**src/rtl/axi_stream_packet_arbiter.sv**
```systemverilog
// Packet-aware round-robin arbiter merging NUM_INPUTS AXI4-Stream slaves onto one
// registered master port; a grant is held until the TLAST beat is accepted.
module axi_stream_packet_arbiter #(
    parameter  int NUM_INPUTS = 4,
    parameter  int byte_width = 4,
    localparam int IDX_W      = $clog2(NUM_INPUTS)
) (
    input  logic                               clk,
    input  logic                               resetn,
    input  logic [NUM_INPUTS-1:0]              s_tvalid,
    output logic [NUM_INPUTS-1:0]              s_tready,
    input  logic [NUM_INPUTS*8*byte_width-1:0] s_tdata,
    input  logic [NUM_INPUTS*byte_width-1:0]   s_tkeep,
    input  logic [NUM_INPUTS-1:0]              s_tlast,
    output logic                               m_tvalid,
    input  logic                               m_tready,
    output logic [8*byte_width-1:0]            m_tdata,
    output logic [byte_width-1:0]              m_tkeep,
    output logic                               m_tlast,
    output logic [IDX_W-1:0]                   m_tid,
    output logic                               busy,
    output logic [IDX_W-1:0]                   grant_idx
);

    localparam int DW = 8 * byte_width;

    typedef enum logic {
        IDLE,
        LOCKED
    } state_t;

    state_t                state;
    logic [IDX_W-1:0]      last_grant;
    logic [DW-1:0]         data_arr [NUM_INPUTS];
    logic [byte_width-1:0] keep_arr [NUM_INPUTS];
    logic                  out_ready;
    logic                  accept;
    logic                  pick_valid;
    logic [IDX_W-1:0]      pick;
    logic [IDX_W-1:0]      cand;

    for (genvar i = 0; i < NUM_INPUTS; i++) begin : g_split
        assign data_arr[i] = s_tdata[i*DW +: DW];
        assign keep_arr[i] = s_tkeep[i*byte_width +: byte_width];
    end

    // The output register can take a new beat when empty or being drained this cycle.
    assign out_ready = !m_tvalid || m_tready;
    assign accept    = (state == LOCKED) && s_tvalid[grant_idx] && out_ready;
    assign busy      = (state == LOCKED);

    // NOTE: every variable written in always_comb gets a default first, so no latch is inferred.
    always_comb begin
        s_tready = '0;
        if (state == LOCKED) begin
            s_tready[grant_idx] = out_ready;
        end
    end

    // Round-robin search starting one past the most recently finished packet.
    always_comb begin
        pick_valid = 1'b0;
        pick       = '0;
        cand       = '0;
        for (int k = 1; k <= NUM_INPUTS; k++) begin
            cand = IDX_W'((int'(last_grant) + k) % NUM_INPUTS);
            if (!pick_valid && s_tvalid[cand]) begin
                pick_valid = 1'b1;
                pick       = cand;
            end
        end
    end

    // NOTE: sequential state uses non-blocking assignments only, so every register
    // samples pre-edge values and simulation order cannot change the result.
    always_ff @(posedge clk or negedge resetn) begin
        if (!resetn) begin
            state      <= IDLE;
            last_grant <= IDX_W'(NUM_INPUTS - 1);
            grant_idx  <= '0;
            m_tvalid   <= 1'b0;
            m_tdata    <= '0;
            m_tkeep    <= '0;
            m_tlast    <= 1'b0;
            m_tid      <= '0;
        end else begin
            case (state)
                IDLE: begin
                    if (pick_valid) begin
                        grant_idx <= pick;
                        state     <= LOCKED;
                    end
                end
                LOCKED: begin
                    if (accept && s_tlast[grant_idx]) begin
                        last_grant <= grant_idx;
                        state      <= IDLE;
                    end
                end
                default: state <= IDLE;
            endcase

            if (accept) begin
                m_tvalid <= 1'b1;
                m_tdata  <= data_arr[grant_idx];
                m_tkeep  <= keep_arr[grant_idx];
                m_tlast  <= s_tlast[grant_idx];
                m_tid    <= grant_idx;
            end else if (m_tready) begin
                m_tvalid <= 1'b0;
            end
        end
    end

endmodule

```
**config.mk**
```make
export PLATFORM = sky130hd
export DESIGN_NAME = axi_stream_packet_arbiter
export DESIGN_NICKNAME = d
export VERILOG_FILES = /design/src/rtl/axi_stream_packet_arbiter.sv
export SDC_FILE = /design/constraint.sdc
export NUM_CORES = 1
export LEC_CHECK = 0
export CORE_MARGIN = 3
export CORE_UTILIZATION = 37
export CTS_CLUSTER_SIZE = 30
export DETAILED_ROUTE_END_ITERATION = 16
export MAX_ROUTING_LAYER = met4
export PLACE_DENSITY_LB_ADDON = 0.08
export SKIP_CTS_REPAIR_TIMING = 1
export SYNTH_ARGS = -nofsm -noshare
export SYNTH_HDL_FRONTEND = slang
export SYNTH_SLANG_ARGS = --single-unit
```
**constraint.sdc**
```tcl
create_clock -name clk -period 2.7 [get_ports clk]
set_input_delay 0.405 -clock clk [delete_from_list [all_inputs] [get_ports clk]]
set_output_delay 0.405 -clock clk [all_outputs]
set_load 0.1 [all_outputs]
```
==> impl_metrics.ini, run 1 <==
[clock_tree]
cts_root_buffer = clkbuf_8
tritoncts = done
clkLatencyLatePin_ps = 290
cts_sinks = 45
cts_made_buffers = 5
clock_path_buffers = 2
clk_pin_slew_ps = 90
htree_levels = 2

[worst_setup_path]
r2r_cells = 4
arrival_ps = 1930
cp.required_ps = 2300
r2r-start = grant_idx[0]
cp-start-kind = flop
crit_slowest_cell = dfrtp_2
cpPeakStageDelay_ps = 710
path_delay_family = flip-flops
regToRegSetupSlack_ps = 670
crit_path_end = s_tready[1]
r2r-end = m_tdata[7]
crit_type = reg2out
cp-end-kind = output port
path_max_fanout = 15
cp_cell_sequence = buf_4 -> nand3_1 -> nor2_4 -> buf_12
critPathBufInv = 2
crit_start = grant_idx[0]
crit_cells = 4

[synth]
syn-num-nets = 327
synthTopCellsByArea = dfrtp_1, mux4_2, mux2_2
synth.avg_cell_area_sq_um = 15.9
ys_types = 31
seq_area_frac_synth_pct = 41.4
synth_top_area_cell = dfrtp_1
synth_area_sq_um = 2730
yosysTopAreaCellShare_pct = 39.4
synthesis.yosys.warnings = 0
ys_seq_elements = 45
synthCells = 172

[die]
fp.dieArea_sq_um = 8440
ios = 202
dieHeight_um = 91.9
core-area_sq_um = 6980
fp-row-count = 30
die_w_um = 91.9
start_util_pct = 39.1

[route]
vias_per_cell = 5.11
dr_total_vias = 2393
drc_errors = 0
dr.first_iter.drc_count = 72
drtPass1Iterations = 4
routed_wl_mm = 8.72
antenna_left = 0
wl_per_cell_um = 18.6

[sta]
max_freq_ghz = 0.428
final_max_slew_viol_count = 0
period_minus_slack_ps = 2340
setup_viol_count_final = 0
hold_viol = 0
period_share_pct = 86.5
relSlewSlack_pct = 58.9
skew_ps = 9.41
worst_pin_slew_ps = 617
rsz0062_at_grt = false

[cells_and_area]
syn_to_final_growth_pct = 79.1
nets = 526
diodes = 0
final_util_pct = 70.0
final_layout_size_suffix_gt1_share_pct = 37.9

[place]
gp_congestion = 0.751
io_buffer_count = 201
hpwl_mm = 7.18

[run_status]
status = complete, no violations

[global_routing]
grt_pass1_wl_mm = 13.8
track_usage_pct = 21.5
grt_max_degree = 46
antenna_found_initial = 0
grt_pass1_vias = 2666
gr-total-overflow = 0

[worst_hold_path]
hold_class = in2async

[flow_run]
cap_violations = 0
-- synthesized netlist by cell type, drive strengths merged --
cell,number
mux2i,2
o31ai,1
a21o,1
o2bb2ai,1
nand2,5
or4,1
dfrtp,43
o21ai,1
nor4,1
nor3,3
dfstp,2
clkbuf,6
inv,2
and3b,1
mux4,38
nand2b,2
nor2b,1
nand4,1
nand3,2
a21boi,1
nor3b,1
buf,9
mux2,39
nor2,4
a21oi,2
o41a,1
a21bo,1
-- registers in the layout, summed over array words and instances, names as in the netlist --
| name | cells |
|---|---|
| busy | 1 |
| m_tdata | 32 |
| last_grant | 2 |
| m_tvalid | 1 |
| m_tkeep | 4 |
| m_tlast | 1 |
| grant_idx | 2 |
| m_tid | 2 |
-- final cells by class --
class | instances | area, sq um
Clock inverter | 3 | 17.5
Timing Repair Buffer | 207 | 2010
Clock buffer | 5 | 68.8
Tap cell | 96 | 120
Inverter | 2 | 7.51
Multi-Input combinational cell | 110 | 1530
Fill cell | 542 | 2090
Sequential cell | 45 | 1130
-- per-layer routing --
metal / vias up / track usage [%] / part of all wire, %
li1: 1082 / - / -
met1: 1189 / 24.1 / 37
met2: 116 / 38.9 / 54
met3: 6 / 5.74 / 8.0
met4: 0 / 3.59 / 0.87
met5: - / - / 0
-- per-stage QoR --
stage	std cells	hold WS (ps)	worst slack, ps	instance area [sq um]	setup TNS [ps]
finish	468	200	364	4890	0
global route	468	233	213	4890	0
CTS	468	214	319	4890	0
detailed placement	460	483	318	4800	0
global placement	460	478	381	4800	0
floorplan	172	109	-251	2760	-467
-- layout by cell type, fill, tap and decap left out, types with 5 or more instances in the layout --
cell,n
clkdlybuf4s50_1,153
mux2_1,8
buf_12,6
clkbuf_8,5
mux2_2,31
mux4_2,38
buf_4,47
dfrtp_1,41
nand2_1,5
-- how the worst min path moves through the flow --
stage	cells after the start	endpoint	from	slack, ps
after detailed placement	1	m_tdata[30]	m_tdata[30]	480
after CTS	2	m_tdata[7]	resetn	210
after floorplan	0	busy	resetn	110
final	2	m_tdata[31]	resetn	200
after global placement	1	m_tdata[28]	m_tdata[28]	480
after global routing	2	m_tdata[25]	resetn	230
-- logic make-up after synthesis --
group | synth area share (%)
multiplexers | 48.2
flip-flops | 41.4
AND/OR/NAND/NOR | 4.36
buffers and inverters | 3.62
AO/OA/AOI/OAI | 2.48
Power of run 1 is not shown: default switching activity piles up to over one toggle a cycle in this logic, so the estimate is an artifact.
==> inputs of run 2 (changes only) <==
- HOLD_SLACK_MARGIN: default -> 0.1
- SETUP_SLACK_MARGIN: default -> 0.2
==> impl_metrics.ini, run 2 (synthesis results as in run 1) <==
[worst_hold_path]
hold_class = reg2reg
worst_hold_path.num_cells = 1

[worst_setup_path]
critPathBufInv = 3
crit_start = grant_idx[1]
cp-start-kind = flop
crit_cells = 4
cp_cell_sequence = buf_4 -> inv_1 -> nor3_4 -> buf_12
path_max_fanout = 45
crit_slowest_cell = buf_4
arrival_ps = 1840
r2r_cells = 4
crit_type = reg2out
regToRegSetupSlack_ps = 740
cp.required_ps = 2300
r2r-end = last_grant[0]
path_delay_family = buffers and inverters
cpPeakStageDelay_ps = 540
crit_path_end = s_tready[2]
r2r-start = grant_idx[1]
cp-end-kind = output port

[sta]
setup_viol_count_final = 0
relSlewSlack_pct = 57.5
period_minus_slack_ps = 2240
rsz0062_at_grt = false
period_share_pct = 83.0
max_freq_ghz = 0.446
tns_ps = 0
final_max_slew_viol_count = 0
hold_viol = 0
skew_ps = 4.48
worst_pin_slew_ps = 638

[cells_and_area]
top_regs = m_tdata (32), m_tkeep (4)
final_layout_size_suffix_gt1_share_pct = 38.2
final_common_cell = clkdlybuf4s50_1
nets = 528
top_register = m_tdata
syn_to_final_growth_pct = 82.2
final_cell_mix = clkdlybuf4s50_1, buf_4, dfrtp_1
diodes = 0
largest_reg_flops = 32

[global_routing]
grt_pass1_vias = 2643
antenna_found_initial = 0
track_usage_pct = 20.5
grt_pass1_wl_mm = 13.4
gr-total-overflow = 0
grt_max_degree = 46

[clock_tree]
clkLatencyLatePin_ps = 280
htree_levels = 2
cts_sinks = 45
clk_pin_slew_ps = 80
cts_made_buffers = 5
cts_root_buffer = clkbuf_8
clock_path_buffers = 2
tritoncts = done

[die]
fp.dieArea_sq_um = 8440
die_w_um = 91.9
dieHeight_um = 91.9
ios = 202
start_util_pct = 39.1
core-area_sq_um = 6980
fp-row-count = 30

[route]
drtPass1Iterations = 3
vias_per_cell = 5.11
dr_total_vias = 2400
antenna_left = 0
wl_per_cell_um = 18.1
routed_wl_mm = 8.49
dr.first_iter.drc_count = 85
drc_errors = 0

[place]
hpwl_mm = 7.17
gp_congestion = 0.739
io_buffer_count = 201

[run_status]
status = complete, no violations

[flow_run]
cap_violations = 0
-- run 2: cell types whose count changed in the layout (fill, tap and decap cells not counted) --
cell           change
nor3_2             -1
clkinvlp_4         -1
dlygate4sd3_1      +1
dfrtp_2            +1
buf_12             +1
clkinv_2           -1
dfrtp_1            -1
nor3_4             +1
bufinv_16          +2
-- run 2: worst reg2reg max path: stages (launching register included) --
cell     delay [ps]
dfrtp_2         390
buf_4           540
mux4_2          420
nand4_1         190
mux2_2          360
-- run 2: layer usage --
metal / track usage (%) / part of all wire, % / up-vias
li1: - / - / 1090
met5: - / 0 / -
met4: 3.71 / 1.3 / 0
met2: 37.8 / 56 / 102
met3: 5.00 / 7.3 / 12
met1: 22.7 / 35 / 1196
-- run 2: worst min-delay path by stage --
stage            endpoint    start
3_5_place_dp   m_tdata[8]   resetn
6_report          m_tlast  m_tlast
2_1_floorplan        busy   resetn
3_3_place_gp   m_tdata[8]   resetn
4_1_cts        m_tdata[8]   resetn
5_1_grt           m_tlast  m_tlast
-- run 2: cell type report --
class,instances,area [sq um]
flip-flops and latches,45,1130
inverters,2,7.51
multi-input cells,110,1540
clock inverters,3,65.1
clock buffers,5,68.8
repair buffers,209,2040
well taps,96,120
fillers,537,2010
-- run 2: per-stage QoR --
step           util [%]  std cells  cell area, sq um  hold slack, ps  worst slack, ps
6_report           71.2        470              4970             496              459
5_1_grt            71.2        470              4970             516              305
3_5_place_dp       69.2        461              4830             364              268
4_1_cts            71.1        469              4960            43.8              413
3_3_place_gp       69.2        461              4830             355              335
2_1_floorplan         -        172              2770             109             57.2
Power of run 2 is left out for the same reason.
==> edit 1, RTL diff (settings of run 1) <==
The parameter `byte_width` goes from 4 to 6.
--- a/src/rtl/axi_stream_packet_arbiter.sv
+++ b/src/rtl/axi_stream_packet_arbiter.sv
@@ -2,7 +2,7 @@
 // registered master port; a grant is held until the TLAST beat is accepted.
 module axi_stream_packet_arbiter #(
     parameter  int NUM_INPUTS = 4,
-    parameter  int byte_width = 4,
+    parameter  int byte_width = 6,
     localparam int IDX_W      = $clog2(NUM_INPUTS)
 ) (
     input  logic                               clk,
Ports: changed (resized m_tdata, m_tkeep, s_tdata and s_tkeep); port bits go from 202 to 292. No check against the original RTL was run, so the function may have changed too.
==> edit 1 against run 1 <==
  * Worst setup slack worse by 0.091 ns
  * Clock skew decreased by 0.00096 ns
  * Synthesized area increased by 45%
  * Sequential cell count rose by 18
  * Core utilization shrank 1.4 points
  * Design area increased by 45%
  * Highest routed layer unchanged
  * Wire length is 51% higher
==> edit 1: results (changes against run 1) <==
critical_path:
  path_max_fanout: 32  # was 15
  cpPeakStageDelay_ns: 0.47  # was 0.71 ns
  crit_slowest_cell: "buf_4"  # was dfrtp_2
  rrSetupSlack_ns: 0.60  # was 0.67 ns
  worst_ep_arrival_time_ns: 2.02  # was 1.93 ns
yosys:
  yosysUniqueCellTypes: 29  # was 31
  synth_common_cells: "dfrtp_1, mux4_2, mux2_2, mux2_4, clkbuf_1"  # was dfrtp_1, mux4_2, mux2_2, mux2_1, clkbuf_1
  ys_top_cells_by_area: "dfrtp_1, mux4_2, mux2_4"  # was dfrtp_1, mux4_2, mux2_2
  yosysSeqAreaShare_pct: 39.8  # was 41.4%
cells_and_area:
  layout-drive-gt1-share_pct: 40.6  # was 37.9%
  num-fill-cells: 767  # was 542
  top_regs: "m_tdata: 48 flops, m_tkeep: 6 flops"  # was m_tdata: 32 flops, m_tkeep: 4 flops
  n_antenna_cell: 0  # unchanged
  nNetsFinal: 745  # was 526
cts:
  numCtsBuffers: 9  # was 5
  clk_pin_slew_ns: 0.07  # was 0.09 ns
  cts_max_level: 3  # was 2
  insertion_delay_ns: 0.33  # was 0.29 ns
placed_design:
  portBuffers: 291  # was 201
  routabilityCongestion: 0.817  # was 0.751
  hpwl_um: 10900  # was 7180 um
sta:
  whs_ns: 0.232  # was 0.200 ns
  worst_pin_slew_ns: 0.809  # was 0.617 ns
  fin_skew_ns: 0.00845  # was 0.00941 ns
grt:
  grt_pass1_vias: 3610  # was 2666
  grt_pass1_wl_um: 19300  # was 13800 um
  grt_start_max_net_pins: 64  # was 46
  grt_usage_pct: 22.0  # was 21.5%
drt:
  drt_first_iter_violations: 83  # was 72
  wl_met2_um: 7300  # was 4710 um
  dr_total_vias: 3352  # was 2393
  dr_wl_met3_um: 1010  # was 696 um
  drt-met1-wl_um: 4650  # was 3240 um
  routed_wl_um: 13100  # was 8720 um
outcome:
  status: "completed"  # unchanged
## edit 1: changes by cell type after synthesis, moves of 3 or more
| cell | run 1 | this run |
|---|---|---|
| mux2_4 | 0 | 28 |
| dfrtp_1 | 43 | 61 |
| mux4_2 | 38 | 56 |
| mux2_1 | 8 | 0 |
| buf_12 | 0 | 3 |
## edit 1: cell type report
cell class	instances	area (um^2)	area share, %
Tap cell	136	170	2.39
Timing Repair Buffer	298	2900	40.8
Multi-Input combinational cell	144	2250	31.7
Clock inverter	4	45.0	0.633
Clock buffer	11	151	2.13
Inverter	2	7.51	0.106
Sequential cell	63	1580	22.3
## edit 1: worst register-to-register path, stage by stage, from the launching register on
cell	delay [ns]
dfrtp_2	0.38
buf_4	0.41
buf_4	0.50
mux4_2	0.41
mux2_2	0.27
## edit 1: per-layer routing
metal	track usage, %	up-vias
met2	39.9	148
met1	24.8	1687
li1	-	1503
met4	5.34	0
met5	-	-
met3	4.52	14
## edit 1: worst paths after layout
path | cells after the start | startpoint | to
worst max-delay path | 3 | grant_idx[1] | grant_idx[1]
worst min-delay path | 2 | resetn | m_tdata[23]
worst max register to register | 4 | grant_idx[1] | m_tdata[43]
worst min register to register | 1 | m_tdata[43] | m_tdata[43]
max in group asynchronous | 2 | resetn | grant_idx[0]
min in group clk | 1 | m_tdata[43] | m_tdata[43]
## edit 1: logic make-up after synthesis
family	synth area share, %
muxes	51.5
DFF	39.8
and+or+nand+nor	2.68
buffers and inverters	4.39
AOI/OAI and AO/OA	1.61
## edit 1: per-stage QoR
step	setup WS [ns]	cells	area [um^2]
after floorplan	-0.267	229	4000
after global placement	0.284	643	6910
after detailed placement	0.192	643	6910
after CTS	0.234	658	7110
after global routing	0.197	658	7110
final	0.273	658	7110
==> edit 2, RTL diff (settings of run 1) <==
Without the edit above. Reset style: synchronous (`resetn`), changed in one clocked block.
--- a/src/rtl/axi_stream_packet_arbiter.sv
+++ b/src/rtl/axi_stream_packet_arbiter.sv
@@ -73,7 +73,7 @@
 
     // NOTE: sequential state uses non-blocking assignments only, so every register
     // samples pre-edge values and simulation order cannot change the result.
-    always_ff @(posedge clk or negedge resetn) begin
+    always_ff @(posedge clk) begin
         if (!resetn) begin
             state      <= IDLE;
             last_grant <= IDX_W'(NUM_INPUTS - 1);
Check against the original RTL: differs if resetn is asserted again (counterexample within 4 cycles, from zero or initial values and one cycle with resetn low); with resetn held inactive, the same outputs for 10 cycles.
==> edit 2 against run 1 <==
  * Wire length grew 5.3%
  * Design area is 0.82% lower
  * Worst setup slack better by 0.27 ns
  * Synthesized area increased by 0.96%
  * Sequential cell count is the same
  * Worst hold slack better by 0.25 ns
  * First-iteration DRC count up 78%
  * Register-to-register slack improved by 0.25 ns
  * Fmax increased by 13%
  * Critical endpoint unchanged
==> edit 2: results (changes against run 1) <==
cells_and_area:
  multi_input_gates: 197  # was 110
  n_antenna_cell: 0  # unchanged
  seq_cell_count: 45  # unchanged
  layout-drive-gt1-share_pct: 23.4  # was 37.9%
  inverters: 3  # was 2
  nNetsFinal: 615  # was 526
  top_regs: "m_tdata: 32 flops, m_tkeep: 4 flops"  # unchanged
  num-fill-cells: 572  # was 542
  buffer_area_share_pct: 41.5  # was 41.1%
  area_growth_pct: 75.9  # was 79.1%
  clock_area_share_pct: 1.70  # was 1.77%
  seqCellArea_um2: 903  # was 0.00113 mm^2
  num-nonclk-buffers: 208  # was 207
  multi_input_area_share_pct: 35.5  # was 31.4%
  seq_share_pct: 18.6  # was 23.1%
  nClkBuffers: 6  # was 5
sta:
  whs_ns: 0.454  # was 0.200 ns
  tns_ns: 0  # unchanged
  fin_skew_ns: 0.00354  # was 0.00941 ns
  worst_pin_slew_ns: 0.434  # was 0.617 ns
  finalSetupViolCount: 0  # unchanged
placed_design:
  dp.cells: 549  # was 460
  pre_cts_ws_ns: 0.471  # was 0.318 ns
  hpwl_um: 7370  # was 7180 um
  dpl_cell_area_mm2: 0.00476  # was 0.00480 mm^2
  routabilityCongestion: 0.786  # was 0.751
yosys:
  ys_top_cells_by_area: "dfxtp_1, mux4_2, nand2_1"  # was dfrtp_1, mux4_2, mux2_2
  ys.flop_type: "dfxtp_1"  # was dfrtp_1
  avgSynthCellArea_um2: 10.2  # was 15.9 um^2
  synth-xor-area-share_pct: 0  # unchanged
  synth-compound-area-share_pct: 14.8  # was 2.48%
  synth.most_common_cell: "nand2_1"  # was dfrtp_1
  syn_nets: 424  # was 327
  synth.mux.area_fraction_pct: 31.7  # was 48.2%
  yosysSeqAreaShare_pct: 32.7  # was 41.4%
  synth_common_cells: "nand2_1, dfxtp_1, a21boi_1, mux4_2, clkbuf_1"  # was dfrtp_1, mux4_2, mux2_2, mux2_1, clkbuf_1
  async_flop_share_pct: 0  # was 100%
critical_path:
  rrSetupSlack_ns: 0.92  # was 0.67 ns
  cp-startpoint: "m_tready"  # was grant_idx[0]
  r2r-start: "grant_idx[0]"  # unchanged
  path_max_fanout: 5  # was 15
  r2r-end: "busy"  # was m_tdata[7]
  r2r_cells: 6  # was 4
  worst_ep_arrival_time_ns: 1.66  # was 1.93 ns
drt:
  drt_first_iter_violations: 128  # was 72
  dr_total_vias: 2853  # was 2393
  ant_nets: 0  # unchanged
  routed_wl_um: 9190  # was 8720 um
  first_pass_iters: 4  # unchanged
  via_per_inst: 5.12  # was 5.11
cts:
  clockBufferDepth: 2  # unchanged
  cts_root_buf: "clkbuf_8"  # unchanged
  numCtsBuffers: 5  # unchanged
pwr:
  p_int_mw: 1.42
grt:
  grt_pass1_wl_um: 14600  # was 13800 um
  grt_usage_pct: 21.8  # was 21.5%
  grt_pass1_vias: 2992  # was 2666
hold_path:
  min_path_type: "reg -> reg"  # was in -> async
outcome:
  status: "completed"  # unchanged
[edit 2: worst max path at each step]
stage	slack, ns	end
6_report	0.64	s_tready[1]
4_1_cts	0.64	s_tready[1]
3_5_place_dp	0.47	busy
5_1_grt	0.56	s_tready[1]
2_1_floorplan	-0.22	s_tready[3]
3_3_place_gp	0.53	last_grant[0]
[edit 2: metal layers]
layer | global-route usage, % | vias to the layer above | share of wire [%]
li1 | - | 1357 | -
met1 | 24.0 | 1376 | 37
met2 | 41.5 | 118 | 55
met3 | 4.96 | 2 | 7.6
met4 | 2.23 | 0 | 0.13
met5 | - | - | 0
[edit 2: worst max-delay path, stage by stage]
cell and delay, ns:
clkdlybuf4s50_1 0.45, nand2b_1 0.21, nand2_1 0.18, nor3_4 0.20, buf_12 0.20
[edit 2: logic make-up (layout without fill, tap and decap cells)]
group	count (synthesis)	in the layout
buffers and inverters	27	219
muxes	41	41
DFF	45	45
and+or+nand+nor	100	100
AOI/OAI and AO/OA	56	56
